## src/rtl/reg_write_arbiter.sv

```systemverilog
// Round-robin write arbiter for one shared register: accepts a single valid/ready
// transfer, issues a one-cycle load, then enforces a lock-out before re-arbitrating.
module reg_write_arbiter #(
  parameter int WIDTH       = 8,
  parameter int N_REQ       = 4,
  parameter int HOLD_CYCLES = 2,
  localparam int IDW        = (N_REQ > 1) ? $clog2(N_REQ) : 1
) (
  input  logic                   i_clk,
  input  logic                   i_rst,
  input  logic [N_REQ-1:0]       i_req_valid,
  input  logic [N_REQ*WIDTH-1:0] i_req_data,
  output logic [N_REQ-1:0]       o_req_ready,
  output logic                   o_reg_we,
  output logic [WIDTH-1:0]       o_reg_d,
  output logic [IDW-1:0]         o_grant_id,
  output logic                   o_busy
);

  typedef enum logic [1:0] {
    IDLE  = 2'd0,
    WRITE = 2'd1,
    HOLD  = 2'd2
  } state_t;

  state_t           state, state_n;
  logic [IDW-1:0]   ptr;
  logic [3:0]       cnt, cnt_n;
  logic             sel_found;
  logic [IDW-1:0]   sel_idx;
  logic [IDW-1:0]   cand;
  logic [N_REQ-1:0] ready;
  logic             we;
  logic             accept;

  // Search starts just after the last winner so every requester gets a turn.
  always_comb begin
    sel_found = 1'b0;
    sel_idx   = '0;
    cand      = '0;
    for (int i = 1; i <= N_REQ; i++) begin
      cand = IDW'((int'(ptr) + i) % N_REQ);
      if (!sel_found && i_req_valid[cand]) begin
        sel_found = 1'b1;
        sel_idx   = cand;
      end
    end
  end

  always_comb begin
    state_n = state;
    cnt_n   = cnt;
    ready   = '0;
    we      = 1'b0;
    accept  = 1'b0;
    case (state)
      IDLE: begin
        // A grant raised while reset is sampled would be lost, so suppress it.
        if (sel_found && !i_rst) begin
          ready[sel_idx] = 1'b1;
          accept         = 1'b1;
          state_n        = WRITE;
        end
      end
      WRITE: begin
        we      = 1'b1;
        state_n = HOLD;
        cnt_n   = 4'(HOLD_CYCLES - 1);
      end
      HOLD: begin
        if (cnt == 4'd0) begin
          state_n = IDLE;
        end else begin
          cnt_n = cnt - 4'd1;
        end
      end
      default: state_n = IDLE;
    endcase
  end

  always_ff @(posedge i_clk) begin
    if (i_rst) begin
      state      <= IDLE;
      ptr        <= IDW'(N_REQ - 1);
      cnt        <= '0;
      o_reg_d    <= '0;
      o_grant_id <= '0;
    end else begin
      state <= state_n;
      cnt   <= cnt_n;
      if (accept) begin
        o_reg_d    <= i_req_data[sel_idx*WIDTH +: WIDTH];
        o_grant_id <= sel_idx;
        ptr        <= sel_idx;
      end
    end
  end

  assign o_req_ready = ready;
  assign o_reg_we    = we;
  assign o_busy      = (state != IDLE);

endmodule

```

## config.mk

```make
export PLATFORM = sky130hd
export DESIGN_NAME = reg_write_arbiter
export DESIGN_NICKNAME = d
export VERILOG_FILES = /design/src/rtl/reg_write_arbiter.sv
export SDC_FILE = /design/constraint.sdc
export NUM_CORES = 1
export LEC_CHECK = 0
export BUFFER_PORTS_ARGS = -buffer_cell sky130_fd_sc_hd__buf_4
export CORE_MARGIN = 2
export CORE_UTILIZATION = 41
export CTS_CLUSTER_DIAMETER = 120
export DETAILED_ROUTE_END_ITERATION = 12
export PLACE_DENSITY = 0.75
export REMOVE_ABC_BUFFERS = 1
export SETUP_SLACK_MARGIN = 0.15
export SLEW_MARGIN = 20
export SYNTH_ARGS = -nofsm -noshare
export SYNTH_HDL_FRONTEND = slang
export SYNTH_SLANG_ARGS = --single-unit
```

## constraint.sdc

```tcl
create_clock -name i_clk -period 1.7 [get_ports i_clk]
set_clock_uncertainty 0.2 [all_clocks]
set_input_delay 0.34 -clock i_clk [delete_from_list [all_inputs] [get_ports i_clk]]
set_output_delay 0.34 -clock i_clk [all_outputs]
set_load 0.02 [all_outputs]
```

==> results.txt <==
WL per Instance: 16.8 um
Final net count: 261
Hold Path Cell Cnt: 3
Cells after Synth: 131
Largest net degree at the start of global routing: 15
Pwr Total: 1.68 mW
Design Area, Final: 2100 um2
RSZ-0062 raised after global routing: yes
Commonest cells after routing, fill and taps aside: buf_4 (70), buf_6 (18), nor2_1 (12), nand3_1 (12), dfxtp_1 (12)
Initial antenna violation count: 0
Syn avg cell area: 8.66 um2
Vias: 1,375
Drt drc: 0
Worst Tran Pin Value: 0.579 ns
Final WS setup: -0.404 ns
Largest fanout on the critical path: 6
Post-synth EDFFs: 0
Yosys warnings: 0
PwrDens: 802 nW/um2
Leakage power: 0.968 nW
Row count: 19
Top Ports: 54
Core Region: 2690 um2
Flip-flop cell with the highest count after synthesis: dfxtp_1
Period utilisation layout: 124%
CP Capture Type: output port
Largest area contributor in the netlist: dfxtp_1
Congestion Overflow GR: 0
Adder-Cell Fraction of Synth Area: 2.21%
CTS tree: yes
Area grow syn2layout: 84.9%
Asr flop ratio synth: 0%
Synth Area in Compound Gates: 19.0%
Failing checks: setup timing
Slew margin rel.: 61.1%
Die footprint: 3200 um2
FF-to-FF path depth: 8
Routed Antenna Nets: 0
Worst-Skew Late Latency: 0.31 ns
Final setup fails: 12
Critical path startpoint category: register
Dpl cells: 230
TritonCTS Buffers: 3
Synth Area in Simple Gates: 25.9%
HP Class: in2reg
Reg-to-reg slack, setup: -0.29 ns
Slowest CP cell: dfxtp_4
Max stage delay on crit path: 0.39 ns
Mux contribution to synthesized area: 15.7%
Vias in the first global route: 1,399
XOR/XNOR share of the synthesized area: 0.772%
Die Span Y: 56.6 um
First-pass GRT wire length: 6270 um
FF+latch count, synth: 18
H-tree depth: 1
MaxCap Viol Count: 0
Die width: 56.6 um
Routed wire length: 4230 um
Post-DP Area: 1700 um2
Final Critical Period: 2.10 ns
Status: finished with violations
CTS sink cnt: 18
Hold Startpoint: i_req_data[28]
Post-synthesis cell area: 1130 um2
DR pass1 iterations: 4
Fmax: 475 MHz
Crit path DAT: 1.56 ns
CTS root buf: clkbuf_4
Clk slew on worst S/H paths: 0.11 ns
Post-synthesis sequential area ratio: 31.8%
GRT Total Usage: 24.8%
CP cell instances: and3b_2 > o31a_1 > nand2_2 > nor2_1 > buf_4
Ranking of synthesized cells by area: dfxtp_1 (32%), mux2i_1 (9.7%), nor2_1 (6.3%)
Worst slack, placed: -0.275 ns
DP Wirelength: 2840 um
Crit Path Category: reg2out
Cell variety after synth: 42
Hold slack: 0.135 ns
ANT cells: 0
Maximum VDD drop: 761 uV
Synth top area share: 31.8%
Pins Over Slew Limit: 0
Worst endpoint required time: 1.16 ns
Largest family of logic cells by synthesized area: simple AND/OR/NAND/NOR gates
R2R Path Start: ptr[1]$_SDFFE_PP1P_
Gpl congestion: 0.780
Finished Layout Cells: 251
Starting Density: 42.2%
Avg Vias per Cell: 5.48
Commonest non-fill, non-tap cell in the layout: buf_4
CTS Buffer Depth: 2
Reg-to-Reg End: o_reg_d[2]$_SDFFE_PP0P_
Share of cells above drive strength 1: 62.3%
Initial drt markers: 50
Port buffer count: 53
Hold EP: o_reg_d[4]$_SDFFE_PP0P_
Final Hold Fails: 0
[power by group]
group	switching (mW)	internal (mW)
Combinational	0.410	0.461
Clock	0.149	0.131
Sequential	0.0452	0.487
Total	0.604	1.08
[worst max-delay path by stage]
stage	start	endpoint	slack [ns]	cells after the start
5_1_grt	ptr[1]$_SDFFE_PP1P_	o_req_ready[2]	-0.46	5
2_1_floorplan	state[1]$_SDFFE_PP0P_	o_req_ready[0]	-0.34	4
3_5_place_dp	ptr[1]$_SDFFE_PP1P_	o_reg_d[7]$_SDFFE_PP0P_	-0.28	6
4_1_cts	ptr[1]$_SDFFE_PP1P_	o_req_ready[2]	-0.34	5
6_report	ptr[1]$_SDFFE_PP1P_	o_req_ready[3]	-0.40	5
3_3_place_gp	i_req_valid[3]	o_reg_d[3]$_SDFFE_PP0P_	-0.19	7
[kinds of logic (layout without fill, tap and decap cells)]
| family | after synthesis | count (layout) |
|---|---|---|
| simple gates | 57 | 57 |
| compound gates | 26 | 26 |
| flops | 18 | 18 |
| mux | 17 | 17 |
| buf+inv | 10 | 99 |
| fa+ha+maj | 2 | 2 |
| xor+xnor | 1 | 1 |
[synthesized netlist by cell type, types with 2 or more instances]
library cell,number
ha_1,2
a21oi_1,3
nand4_1,2
nand3_1,12
o221ai_1,2
nand2_1,9
mux2i_1,11
mux2_2,5
a21o_1,2
nand3b_1,3
nor3_1,3
nor2_1,19
nor2b_1,2
dfxtp_1,18
inv_1,6
o211ai_1,6
[registers in the layout, indices dropped and copies added, names as in the netlist]
signal / cells
o_reg_d: 8
cnt: 4
o_grant_id: 2
ptr: 2
state: 2
[per-layer routing]
metal  wire length (um)  part of all wire [%]  vias to the layer above  global-route usage [%]
li1                   -                     -                      655                       -
met1               1750                    41                      664                    29.8
met2               2260                    53                       45                    43.7
met3                152                   3.6                       11                    3.46
met4                 69                   1.6                        0                    10.5
met5                  0                     0                        -                       0
[stage by stage]
| stage | setup TNS (ns) | util (%) |
|---|---|---|
| after global placement | -2.04 | 63.1 |
| after global routing | -4.46 | 78.1 |
| final | -3.58 | 78.1 |
| after detailed placement | -3.13 | 63.1 |
| after CTS | -2.77 | 71.5 |
| after floorplan | -2.95 | - |
[final cells by class]
type | count | area, um2
inverter | 6 | 25.0
clock buffer | 4 | 36.3
timing repair buffer | 89 | 748
sequential | 18 | 370
tap | 31 | 38.8
multi-input combinational | 103 | 880
fill | 162 | 588
[worst max-delay path: cells and delay by family (launching register included)]
family	cells	cell delay (ns)
AOI/OAI and AO/OA	1	0.31
buffers and inverters	1	0.16
DFF	1	0.39
and+or+nand+nor	3	0.39
[what timing repair did]
item / in CTS / in global routing
resized for setup: 40 / 27
hold buffers: 0 / 0
hold endpoints to repair: 0 / 0
setup endpoints to repair: 22 / 23
pin swaps: 15 / 12
setup buffers: 9 / 8
gates cloned: 0 / 0
Power figures use the tool's default switching activity.
